--- src/rtl/hbullet_sprite.sv ---
// Hive bullet sprite: waits a pseudo-random delay, then drops one bullet from the firing hive.
// The bullet is drawn against the scan position and can hit the bee, which costs one life.
module hbullet_sprite #(
  parameter int unsigned HBHeight  = 7,
  parameter int unsigned HBSpeed   = 2,
  parameter int unsigned BeeY      = 429,
  parameter int unsigned BeeWidth  = 34,
  parameter int unsigned BeeHeight = 27,
  parameter int unsigned HitFrames = 16,
  parameter int unsigned MinDelay  = 30,
  parameter int unsigned BottomY   = 470
) (
  input  logic       clk_pix,
  input  logic       rst_n,
  input  logic [9:0] sx,
  input  logic [9:0] sy,
  input  logic       de,
  input  logic       fire_en,
  input  logic [9:0] HiveX,
  input  logic [9:0] HiveY,
  input  logic [9:0] BeeX,
  output logic       HBulletSpriteOn,
  output logic [2:0] HBaddress,
  output logic [9:0] xHBullet,
  output logic [9:0] yHBullet,
  output logic [1:0] HBulletstate,
  output logic       HBhitBee,
  output logic [1:0] Lives,
  output logic       GameOver
);

  typedef enum logic [1:0] {
    IDLE    = 2'd0,
    MOVING  = 2'd1,
    WAITING = 2'd2,
    HIT     = 2'd3
  } state_t;

  state_t      state;
  logic [7:0]  lfsr;
  logic [7:0]  delay_cnt;
  logic [7:0]  hit_cnt;

  logic        frame_tick;
  logic        lfsr_fb;
  logic [7:0]  delay_reload;
  logic [10:0] hive_x_off;
  logic [9:0]  fire_x;
  logic [10:0] bee_x_end;
  logic [10:0] y_bot;
  logic        hit_bee;
  logic        at_bottom;
  logic        draw_on;
  logic [2:0]  row_off;

  assign HBulletstate = state;
  assign GameOver     = (Lives == 2'd0);
  assign frame_tick   = (sx == 10'd639) && (sy == 10'd479);

  assign lfsr_fb      = lfsr[7] ^ lfsr[5] ^ lfsr[4] ^ lfsr[3];
  assign delay_reload = 8'(MinDelay) + {2'b00, lfsr[5:0]};

  // Hive offset is widened so hives near the right edge clamp instead of wrapping.
  assign hive_x_off = {1'b0, HiveX} + 11'd16;
  assign fire_x     = (hive_x_off > 11'd639) ? 10'd639 : hive_x_off[9:0];

  assign bee_x_end = {1'b0, BeeX} + 11'(BeeWidth - 1);
  assign y_bot     = {1'b0, yHBullet} + 11'(HBHeight - 1);
  assign hit_bee   = ({1'b0, xHBullet} >= {1'b0, BeeX}) &&
                     ({1'b0, xHBullet} <= bee_x_end) &&
                     (y_bot >= 11'(BeeY)) &&
                     ({1'b0, yHBullet} <= 11'(BeeY + BeeHeight - 1));
  assign at_bottom = (yHBullet >= 10'(BottomY));

  assign draw_on = de && (state == MOVING) && (sx == xHBullet) &&
                   (sy >= yHBullet) && ({1'b0, sy} <= y_bot);
  assign row_off = sy[2:0] - yHBullet[2:0];

  always_ff @(posedge clk_pix or negedge rst_n) begin
    if (!rst_n) begin
      state           <= IDLE;
      lfsr            <= 8'hA5;
      delay_cnt       <= '0;
      hit_cnt         <= '0;
      xHBullet        <= '0;
      yHBullet        <= '0;
      HBulletSpriteOn <= 1'b0;
      HBaddress       <= '0;
      HBhitBee        <= 1'b0;
      Lives           <= 2'd3;
    end else begin
      HBhitBee        <= 1'b0;
      HBulletSpriteOn <= draw_on;
      if (draw_on) begin
        HBaddress <= row_off;
      end

      if (frame_tick) begin
        lfsr <= {lfsr[6:0], lfsr_fb};
        unique case (state)
          IDLE: begin
            state     <= WAITING;
            delay_cnt <= delay_reload;
          end
          WAITING: begin
            // An expired delay stays at zero until firing is allowed again.
            if (delay_cnt == '0) begin
              if (fire_en && !GameOver) begin
                xHBullet <= fire_x;
                yHBullet <= HiveY;
                state    <= MOVING;
              end
            end else begin
              delay_cnt <= delay_cnt - 8'd1;
            end
          end
          MOVING: begin
            if (hit_bee) begin
              HBhitBee <= 1'b1;
              if (Lives != 2'd0) begin
                Lives <= Lives - 2'd1;
              end
              state    <= HIT;
              hit_cnt  <= 8'(HitFrames);
              xHBullet <= '0;
            end else if (at_bottom) begin
              state     <= WAITING;
              xHBullet  <= '0;
              delay_cnt <= delay_reload;
            end else begin
              yHBullet <= yHBullet + 10'(HBSpeed);
            end
          end
          HIT: begin
            // Leaving on the count 1->0 step keeps HIT visible for exactly HitFrames ticks.
            if (hit_cnt <= 8'd1) begin
              state     <= WAITING;
              hit_cnt   <= '0;
              delay_cnt <= delay_reload;
            end else begin
              hit_cnt <= hit_cnt - 8'd1;
            end
          end
          default: state <= IDLE;
        endcase
      end
    end
  end

endmodule

--- config.mk ---
export PLATFORM = sky130hd
export DESIGN_NAME = hbullet_sprite
export DESIGN_NICKNAME = d
export VERILOG_FILES = /design/src/rtl/hbullet_sprite.sv
export SDC_FILE = /design/constraint.sdc
export NUM_CORES = 1
export LEC_CHECK = 0
export ABC_AREA = 1
export BUFFER_PORTS_ARGS = -buffer_cell sky130_fd_sc_hd__buf_4
export CORE_ASPECT_RATIO = 0.5
export CORE_MARGIN = 2
export CORE_UTILIZATION = 45
export DETAILED_ROUTE_END_ITERATION = 6
export PLACE_DENSITY = 0.65
export SETUP_SLACK_MARGIN = 0.02
export SLEW_MARGIN = 20
export SYNTH_ARGS = -nofsm -noshare
export SYNTH_HDL_FRONTEND = slang
export SYNTH_SLANG_ARGS = --single-unit
--- constraint.sdc ---
create_clock -name clk_pix -period 3.25 [get_ports clk_pix]
set_input_delay 0.4875 -clock clk_pix [delete_from_list [all_inputs] [get_ports clk_pix]]
set_output_delay 0.4875 -clock clk_pix [all_outputs]
set_load 0.01 [all_outputs]
# == After elaboration in Yosys (flattened, before gate mapping) ==
# Index checks and enable logic that the tools add are counted.
# op_classes
addsub,9
n_lt_le_gt_ge,9
n_eq_ne,15
mux,28
bitwise_logic,3
reduce_logical,22
# ops
operator,count
10-bit 2-to-1 mux,9
8-bit 2-to-1 mux,6
10-bit case mux with 2 select lines,2
8-bit case mux with 4 select lines,1
10-bit by 11-bit <= comparator with 1-bit output,2
10-bit >= comparator,2
2-bit != test (second input constant),8
8-bit case mux with 2 select lines,1
8-bit by 1-bit subtractor with 8-bit output (second input constant),2
5-bit AND reduction,3
10-bit by 3-bit adder with 11-bit output (second input constant),1
10-bit by 5-bit adder with 11-bit output (second input constant),1
10-bit by 6-bit adder with 11-bit output (second input constant),1
11-bit by 9-bit >= comparator with 1-bit output (second input constant),1
11-bit by 10-bit > comparator with 1-bit output (second input constant),1
10-bit by 2-bit adder with 10-bit output (second input constant),1
10-bit == test,1
10-bit == test (second input constant),1
10-bit by 9-bit == test with 1-bit output (second input constant),1
10-bit by 9-bit >= comparator with 1-bit output (second input constant),1
10-bit by 9-bit <= comparator with 1-bit output (second input constant),1
2-bit 2-to-1 mux,5
1-bit logical AND,9
8-bit by 1-bit <= comparator with 1-bit output (second input constant),1
other kinds (16),24
# totals
register_bits,53
input_bits,54
out_inout_bits,30
word_cells,96

# == Longest topological paths before layout ==
# Gate-level depths: netlist (run 1).
# depth
word_depth,8
mapped_depth,19

# == Least setup slack after synthesis (run 1) ==
# OpenSTA, ideal clock, no wires.
# synth_path
path_type,in2reg
start,input BeeX[0]
end,register xHBullet[1]
setup_ns,0.121
arrival_time_ns,2.688
t_required_ns,3.129
slack_ns,0.442
path_stages,18
path_buffers,1
path_cell_list,ha_1 nand3_1 o21ai_0 nand3_1 xor2_1 ha_1 nand2_1 nor2_1 nand2_1 nor3_1 nor2_1 a21oi_1 nand3_2 nand2_4 nand2_4 buf_8 nand2_1 o21ai_2
# synth_via
elab_chain_len,7
elab_cells_between_ends,10
cone_classes,add/sub (1); order compare (2); eq/ne (1); mux (2); reduce/logical (4)
# synth_rtl
item,line_no,source
"start, declared",21,"input logic [9:0] BeeX,"
10-bit by 6-bit adder with 11-bit output,67,"assign bee_x_end = {1'b0, BeeX} + 11'(BeeWidth - 1);"
10-bit by 11-bit <= comparator with 1-bit output,70,"({1'b0, xHBullet} <= bee_x_end) &&"
1-bit logical AND (*),69,"assign hit_bee = ({1'b0, xHBullet} >= {1'b0, BeeX}) &&"
1-bit logical AND (*),70,
1-bit logical AND (*),71,(y_bot >= 11'(BeeY)) &&
3-bit != test (no line) or 10-bit 2-to-1 mux (tied branches),n/a,
5-bit AND reduction (no line) or 10-bit case mux with 2 select lines (tied branches),n/a,
"end signal, assigned",109,xHBullet <= fire_x;
"end, declared",24,"output logic [9:0] xHBullet,"
# Mark *: on every way between the ends. The rest lies on a longest branch, timed or not.
# A chain may end at the register's enable or synchronous reset.

# == Worst setup path in the final report (run 1) ==
# layout_path
start,input BeeX[0]
end,register yHBullet[7]
# layout_via
elab_chain_len,7
elab_cells_between_ends,8
cone_classes,add/sub (1); order compare (2); eq/ne (1); reduce/logical (4)
# layout_rtl
item,line_no,source
10-bit by 6-bit adder with 11-bit output,67,
10-bit by 11-bit <= comparator with 1-bit output,70,
1-bit logical AND (*),69,
1-bit logical AND (*),70,
1-bit logical AND (*),71,
2-bit != test (no line) (*),n/a,
6-bit AND reduction (no line) (*),n/a,
"end signal, assigned",110,yHBullet <= HiveY;
"end signal, assigned",131,yHBullet <= yHBullet + 10'(HBSpeed);
"end, declared",25,"output logic [9:0] yHBullet,"
# Marked as above.

==> results of run 1 <==
==> worst max-delay path, cell delays in order <==
cell and delay [ns]:
sky130_fd_sc_hd__buf_4 0.10, sky130_fd_sc_hd__ha_1 0.16, sky130_fd_sc_hd__nand3_1 0.11, sky130_fd_sc_hd__o21ai_0 0.27, sky130_fd_sc_hd__nand3_1 0.13, sky130_fd_sc_hd__xor2_1 0.16, sky130_fd_sc_hd__ha_1 0.29, sky130_fd_sc_hd__nand2_1 0.08
sky130_fd_sc_hd__nor2_1 0.10, sky130_fd_sc_hd__nand2_1 0.05, sky130_fd_sc_hd__nor3_1 0.15, sky130_fd_sc_hd__nor2_1 0.06, sky130_fd_sc_hd__a21oi_1 0.14, sky130_fd_sc_hd__buf_4 0.15, sky130_fd_sc_hd__nand4_2 0.14, sky130_fd_sc_hd__nand2_4 0.24
sky130_fd_sc_hd__nand2_1 0.10, sky130_fd_sc_hd__o21ai_2 0.06, sky130_fd_sc_hd__inv_1 0.04
==> kinds of logic after synthesis <==
logic type               share of synthesized area [%]
AO/OA/AOI/OAI                                    10.92
XOR/XNOR                                         4.992
adder cells (fa/ha/maj)                          13.92
flip-flops                                       26.21
AND/OR/NAND/NOR                                  33.51
buffers and inverters                            10.25
multiplexers                                    0.1967
==> cells in the final DEF, fill, tap and decap left out, types with 2 or more instances in the layout <==
cell type,synthesis,layout
sky130_fd_sc_hd__inv_2,2,2
sky130_fd_sc_hd__nor2_1,67,67
sky130_fd_sc_hd__nor2_2,7,7
sky130_fd_sc_hd__ha_1,55,55
sky130_fd_sc_hd__xnor2_1,8,8
sky130_fd_sc_hd__a21oi_1,25,25
sky130_fd_sc_hd__dfstp_2,6,6
sky130_fd_sc_hd__nand3_2,3,3
sky130_fd_sc_hd__nor3_2,2,2
sky130_fd_sc_hd__o31ai_1,4,4
sky130_fd_sc_hd__nor3_1,17,17
sky130_fd_sc_hd__buf_4,0,89
sky130_fd_sc_hd__xor2_1,21,21
sky130_fd_sc_hd__nand2_2,3,3
sky130_fd_sc_hd__nand2_1,197,197
sky130_fd_sc_hd__nor4_1,6,6
sky130_fd_sc_hd__dfrtp_1,47,47
sky130_fd_sc_hd__nand2_4,5,5
sky130_fd_sc_hd__or2_2,2,2
sky130_fd_sc_hd__o211ai_1,2,2
sky130_fd_sc_hd__clkbuf_16,0,5
sky130_fd_sc_hd__o21ai_2,7,7
sky130_fd_sc_hd__nand3b_1,4,4
sky130_fd_sc_hd__nand4_1,18,18
sky130_fd_sc_hd__o21ai_0,35,35
sky130_fd_sc_hd__inv_1,114,114
sky130_fd_sc_hd__nand3_1,37,37
sky130_fd_sc_hd__o21ai_1,16,16
==> per-stage QoR <==
stage	hold WS (ns)	instances	util, %	setup slack (ns)	total power, uW
after floorplan	0.1919	738	-	0.4417	767.9
after global placement	0.4600	962	53.17	0.2321	873.0
after detailed placement	0.4656	962	53.17	0.1152	875.7
after CTS	0.2681	970	54.69	0.4178	1495
after global routing	0.2984	970	54.69	0.08534	1546
final	0.2390	970	54.69	0.4009	1480
==> state kept, by name, indices dropped and copies added, names as in the netlist, 2 cells and up <==
name,count
Lives,2
HBaddress,3
lfsr,8
hit_cnt,8
xHBullet,10
yHBullet,10
HBulletstate,2
delay_cnt,8
==> power groups by stage <==
stage	Combinational [uW]	Sequential, uW	Clock (uW)
after floorplan	95.7	672	0
after global placement	201	672	0
after detailed placement	204	672	0
after CTS	204	659	632
after global routing	231	659	656
final	203	659	617
==> final cells by class <==
class,instances,area (sq um)
multi-input combinational,558,3233
fill,1103,4990
tap,145,181.4
clock inverter,2,38.79
sequential,53,1334
timing repair buffer,89,668.1
clock buffer,6,128.9
inverter,117,439.2
==> layer usage <==
metal / wire, microns / vias up / GRT usage (%)
li1: - / 2567 / -
met1: 6765 / 2169 / 30.96
met2: 5542 / 92 / 37.35
met3: 545 / 9 / 3.111
met4: 83 / 0 / 3.148
met5: 0 / - / 0
==> worst min-delay path by stage <==
stage | to | slack (ns) | depth (start not counted)
after floorplan | HBaddress[0] | 0.19 | 0
after global placement | HBaddress[1] | 0.46 | 2
after detailed placement | lfsr[6] | 0.47 | 2
after CTS | lfsr[1] | 0.27 | 1
after global routing | lfsr[1] | 0.30 | 1
final | HBaddress[2] | 0.24 | 1
==> impl_summary.log, run 1 <==
INFO  metric p_switching = 366.4 uW
INFO  metric leakage = 0.003201 uW
INFO  metric slew_violations = 0
INFO  metric synthDistinctLibCells = 47
INFO  metric cp_data_required_time = 3.44 ns
INFO  metric cts-buffers-inserted = 5
INFO  metric irDropWorstVdd = 166.1 uV
INFO  metric synth_edf_count = 0
INFO  metric synth_top_cells_by_count = sky130_fd_sc_hd__nand2_1 (197), sky130_fd_sc_hd__inv_1 (114), sky130_fd_sc_hd__nor2_1 (67), sky130_fd_sc_hd__ha_1 (55), sky130_fd_sc_hd__dfrtp_1 (47)
INFO  metric largest_driver_fanout_on_the_critical_path = 18
INFO  metric syn_avg_cell_area = 6.895 sq um
INFO  metric rr_endpoint = HBaddress[2]
INFO  metric grt_max_degree = 54
INFO  metric dp_hpwl = 10560 microns
INFO  metric die_h = 79.20 microns
INFO  metric synthesis.area = 5089 sq um
INFO  metric sequentialPowerShare = 44.6%
INFO  metric cp-start-kind = input port
INFO  metric cts_root_buffer = sky130_fd_sc_hd__clkbuf_16
INFO  metric ys_seq_area_share = 26.21%
INFO  metric die_area = 12230 sq um
INFO  metric antenna_found_initial = 0
INFO  metric fin_area = 6023 sq um
INFO  metric drt_iter0_drc = 244
INFO  metric rsz0062_at_grt = no
INFO  metric timing.setup.tns = 0 ns
INFO  metric clk_transition_reported_paths = 0.07 ns
INFO  metric design.portCount = 84
INFO  metric share_clk_of_total_power = 41.7%
INFO  metric postSynth.topFlopCell = sky130_fd_sc_hd__dfrtp_1
INFO  metric period_share = 87.67%
INFO  metric first_global_vias = 4542
INFO  metric critPathCapture = yHBullet[7]
INFO  metric area.growth.synth_to_final = 18.37%
INFO  metric worstMarginPinSlew = 0.7107 ns
INFO  metric grt-ovfl-total = 0
INFO  metric ff2ff_setup_slack = 0.58 ns
INFO  metric hold_viol = 0
INFO  metric drt-total-wl = 12940 microns
INFO  metric achievable-frequency = 0.3510 GHz
INFO  metric hold_buffers = 0
INFO  metric synth.largest_area_cell = sky130_fd_sc_hd__dfrtp_1
INFO  metric max-clock-path-buffers = 2
INFO  metric start_util = 46.21%
INFO  metric synth_nets = 848
INFO  metric route.detailed.drc = 0
INFO  metric std_cell_rows = 27
INFO  metric postCtsSetupRepairBufs = 0
INFO  metric p_per_area = 245.6 nW/um^2
INFO  metric timing.rr.start = yHBullet[1]
INFO  metric critPathArrivalTime = 3.04 ns
INFO  metric depth_of_the_most_critical_reg_to_reg_path = 16
INFO  metric timing.max_cap.violations = 0
INFO  metric die_width = 154.4 microns
INFO  metric synth-seq-cells = 53
INFO  metric ys_top_cells_by_area = sky130_fd_sc_hd__dfrtp_1 (23%), sky130_fd_sc_hd__nand2_1 (15%), sky130_fd_sc_hd__ha_1 (14%)
INFO  metric synthCells = 738
INFO  metric final_layout_size_suffix_gt1_share = 16.85%
INFO  metric post_cts_resize_count = 0
INFO  metric synth_most_common_cell = sky130_fd_sc_hd__nand2_1
INFO  metric status = finished clean
INFO  metric cell_internal_pwr = 1113 uW
INFO  metric dr_total_vias = 4837
INFO  metric design.final.nets = 934
INFO  metric num_antenna_cells = 0
INFO  metric numClockSinks = 53
INFO  metric gp_routability_congestion = 0.8772
INFO  metric synth_async_sr_flop_share = 100.0%
INFO  metric timing.critical_path.to_type = flip-flop
INFO  metric comb_power_share = 13.8%
INFO  metric drt.antenna.violating_nets = 0
INFO  metric instance_area_at_placement = 5856 sq um
INFO  metric clock_insertion_delay_worst_skew = 0.29 ns
INFO  metric synth_top_cell_area_share = 23.11%
INFO  metric timing.hold.worst.class = in -> async
INFO  metric worstSetupPathType = in -> reg
INFO  metric tritoncts_clock_tree = built
INFO  metric track_usage = 22.10%
INFO  metric port-buffer-count = 83
INFO  metric htree_levels = 2
INFO  metric period_minus_slack = 2.849 ns
INFO  metric slew_headroom = 52.36%
INFO  metric ys.warnings.count = 0
INFO  metric fin_skew = 0.006488 ns
INFO  metric vias_per_cell = 4.987
INFO  metric wire_length_of_the_first_global_routing_pass = 21590 microns
INFO  metric report.final.setup_viol = 0
INFO  metric routed_wire_length_per_instance = 13.34 microns
INFO  metric design.core.area = 11010 sq um
INFO  metric detail_route.first_pass.iterations = 4
INFO  metric setup.worst_path.start = BeeX[0]
INFO  metric sw_frac_of_total = 24.76%
Power figures use the tool's default switching activity.
==> inputs of run 2 (changes only) <==
--- a/config.mk
+++ b/config.mk
@@ -11,7 +11,7 @@
 export CORE_MARGIN = 2
 export CORE_UTILIZATION = 45
 export DETAILED_ROUTE_END_ITERATION = 6
-export PLACE_DENSITY = 0.65
+export PLACE_DENSITY = 0.71
 export SETUP_SLACK_MARGIN = 0.02
 export SLEW_MARGIN = 20
 export SYNTH_ARGS = -nofsm -noshare
==> impl_summary.log, run 2 (same netlist as run 1, synthesis figures left out) <==
INFO  metric design.portCount = 84 (unchanged)
INFO  metric first_global_vias = 4662 (was 4542)
INFO  metric numClockSinks = 53 (unchanged)
INFO  metric leakage = 0.003187 uW (was 0.003201 uW)
INFO  metric dp_hpwl = 10190 microns (was 10560 microns)
INFO  metric irDropWorstVdd = 165.4 uV (was 166.1 uV)
INFO  metric vias_per_cell = 5.069 (was 4.987)
INFO  metric gp_routability_congestion = 0.8972 (was 0.8772)
INFO  metric drt_iter0_drc = 353 (was 244)
INFO  metric route.detailed.drc = 0 (unchanged)
INFO  metric grt_util_met2 = 37.17% (was 37.35%)
INFO  metric num_antenna_cells = 0 (unchanged)
INFO  metric largest_driver_fanout_on_the_critical_path = 8 (was 18)
INFO  metric worstSetupPathType = in -> reg (unchanged)
INFO  metric dpl_worst_slack = -0.05583 ns (was 0.1152 ns)
INFO  metric post_cts_resize_count = 0 (unchanged)
INFO  metric report.final.setup_viol = 0 (unchanged)
INFO  metric tritoncts_clock_tree = built (unchanged)
INFO  metric gr-max-usage-layer = met2 (unchanged)
INFO  metric std_cell_rows = 27 (unchanged)
INFO  metric biggestRegsByFlops = xHBullet: 10 flops, yHBullet: 10 flops (unchanged)
INFO  metric cp_data_required_time = 3.48 ns (was 3.44 ns)
INFO  metric rsz0062_at_grt = no (unchanged)
INFO  metric worst_slack = 0.3278 ns (was 0.4009 ns)
INFO  metric max-clock-path-buffers = 2 (unchanged)
INFO  metric timing.hold.worst.class = in -> async (unchanged)
INFO  metric crit_path_max_incr_delay = 0.30 ns (was 0.29 ns)
INFO  metric timing.critical_path.to_type = flip-flop (unchanged)
INFO  metric timing.max_cap.violations = 0 (unchanged)
INFO  metric drt-total-wl = 12870 microns (was 12940 microns)
INFO  metric critical_path.most_common_cell = sky130_fd_sc_hd__nand2_1 (unchanged)
INFO  metric period_minus_slack = 2.922 ns (was 2.849 ns)
INFO  metric hold_viol = 0 (unchanged)
INFO  metric track_usage = 22.15% (was 22.10%)
INFO  metric die_width = 154.4 microns (unchanged)
INFO  metric grt-ovfl-total = 0 (unchanged)
INFO  metric die_area = 12230 sq um (unchanged)
INFO  metric critPathTopFamily = simple AND/OR/NAND/NOR gates (unchanged)
INFO  metric dr_total_vias = 4902 (was 4837)
INFO  metric wire_length_of_the_first_global_routing_pass = 21980 microns (was 21590 microns)
INFO  metric commonest_non_fill_non_tap_cell_in_the_layout = sky130_fd_sc_hd__nand2_1 (unchanged)
INFO  metric cpMaxStageDelayCell = sky130_fd_sc_hd__o21ai_0 (was sky130_fd_sc_hd__ha_1)
INFO  metric worstMarginPinSlew = 0.8205 ns (was 0.7107 ns)
INFO  metric achievable-frequency = 0.3422 GHz (was 0.3510 GHz)
INFO  metric htree_levels = 2 (unchanged)
INFO  metric cts-buffers-inserted = 5 (unchanged)
INFO  metric p_per_area = 247.4 nW/um^2 (was 245.6 nW/um^2)
INFO  metric postCtsSetupRepairBufs = 0 (unchanged)
INFO  metric detail_route.first_pass.iterations = 5 (was 4)
INFO  metric design.core.area = 11010 sq um (unchanged)
INFO  metric crit_buf_inv = 2 (was 3)
INFO  metric status = finished clean (unchanged)
INFO  metric design.final.nets = 931 (was 934)
INFO  metric timing.setup.tns = 0 ns (unchanged)
INFO  metric area.growth.synth_to_final = 18.02% (was 18.37%)
INFO  metric fin_skew = 0.005387 ns (was 0.006488 ns)
INFO  metric cp-start-kind = input port (unchanged)
INFO  metric hold_buffers = 0 (unchanged)
INFO  metric drt.antenna.violating_nets = 0 (unchanged)
INFO  metric grt_max_degree = 54 (unchanged)
INFO  metric mostFrequentLayoutCells = sky130_fd_sc_hd__nand2_1 (197), sky130_fd_sc_hd__inv_1 (114), sky130_fd_sc_hd__buf_4 (86) (was sky130_fd_sc_hd__nand2_1 (197), sky130_fd_sc_hd__inv_1 (114), sky130_fd_sc_hd__buf_4 (89))
INFO  metric clock_insertion_delay_worst_skew = 0.29 ns (about the same)
INFO  metric antenna_found_initial = 0 (unchanged)
INFO  metric gr-usage-met1 = 31.01% (was 30.96%)
INFO  metric grt_util_met3 = 3.057% (was 3.111%)
INFO  metric cts_root_buffer = sky130_fd_sc_hd__clkbuf_16 (unchanged)
INFO  metric path_cells = buf_4, ha_1, nand3_1, o21ai_0, nand3_1, xor2_1, ha_1, nand2_1, nor2_1, nand2_1, nor3_1, nor2_1, a21oi_2, nand3_2, nand2_2, buf_4, nand4_1, nand2_1 (was buf_4, ha_1, nand3_1, o21ai_0, nand3_1, xor2_1, ha_1, nand2_1, nor2_1, nand2_1, nor3_1, nor2_1, a21oi_1, buf_4, nand4_2, nand2_4, nand2_1, o21ai_2, inv_1)
INFO  metric start_util = 46.21% (unchanged)
INFO  metric die_h = 79.20 microns (unchanged)
INFO  metric period_share = 89.91% (was 87.67%)
INFO  metric critPathArrivalTime = 3.15 ns (was 3.04 ns)
INFO  metric port-buffer-count = 83 (unchanged)
INFO  metric finalPower = 1486 uW (was 1480 uW)
INFO  metric slew_violations = 0 (unchanged)
INFO  metric final_layout_size_suffix_gt1_share = 16.79% (was 16.85%)
INFO  metric slew_headroom = 45.00% (was 52.36%)
INFO  metric routed_wire_length_per_instance = 13.31 microns (was 13.34 microns)
INFO  metric clk_transition_reported_paths = 0.07 ns (about the same)
## run 2: cell type report
| type | count | area (sq um) |
|---|---|---|
| Clock buffer | 5 | 125.1 |
| Clock inverter | 3 | 43.79 |
| Fill cell | 1041 | 5007 |
| Inverter | 117 | 439.2 |
| Multi-Input combinational cell | 558 | 3237 |
| Sequential cell | 53 | 1334 |
| Tap cell | 145 | 181.4 |
| Timing Repair Buffer | 86 | 645.6 |
## run 2: worst register-to-register path: cells and delay by family, from the launching register on
family	cells	cell delay (ns)
buffers and inverters	2	0.23
AND/OR/NAND/NOR	8	0.77
XOR/XNOR	1	0.21
flip-flops	1	0.49
adder cells (fa/ha/maj)	2	0.53
AO/OA/AOI/OAI	3	0.53
## run 2: worst paths after layout
| check | depth (start not counted) | slack [ns] | to | start |
|---|---|---|---|---|
| min | 1 | 0.23 | xHBullet[2] | rst_n |
| min in group clk_pix | 3 | 0.43 | yHBullet[0] | HiveY[0] |
| min reg2reg | 2 | 0.47 | Lives[1] | Lives[1] |
| max in group asynchronous | 1 | 2.53 | yHBullet[6] | rst_n |
| max reg2reg | 16 | 0.39 | HBaddress[2] | yHBullet[2] |
| max | 18 | 0.33 | hit_cnt[1] | BeeX[0] |
## run 2: per-layer routing
metal,wire [microns],share of wire (%),vias to the layer above
met4,90,0.70,0
li1,-,-,2548
met3,562,4.4,6
met1,6422,50,2250
met2,5798,45,98
met5,0,0,-
## run 2: per-stage QoR
step | util (%) | hold WS (ns) | instances | instance area [sq um]
after floorplan | - | 0.1919 | 738 | 5089
after global placement | 52.97 | 0.4524 | 959 | 5833
after detailed placement | 52.97 | 0.4629 | 959 | 5833
after CTS | 54.50 | 0.2744 | 967 | 6002
after global routing | 54.53 | 0.2950 | 967 | 6006
final | 54.53 | 0.2300 | 967 | 6006
## run 2: power by group
group / switching [uW] / internal, uW / leakage, uW
Combinational: 114 / 87.5 / 0.00244
Sequential: 0.00882 / 659 / 0.000667
Clock: 259 / 366 / 0.0000842
Total: 374 / 1110 / 0.00319
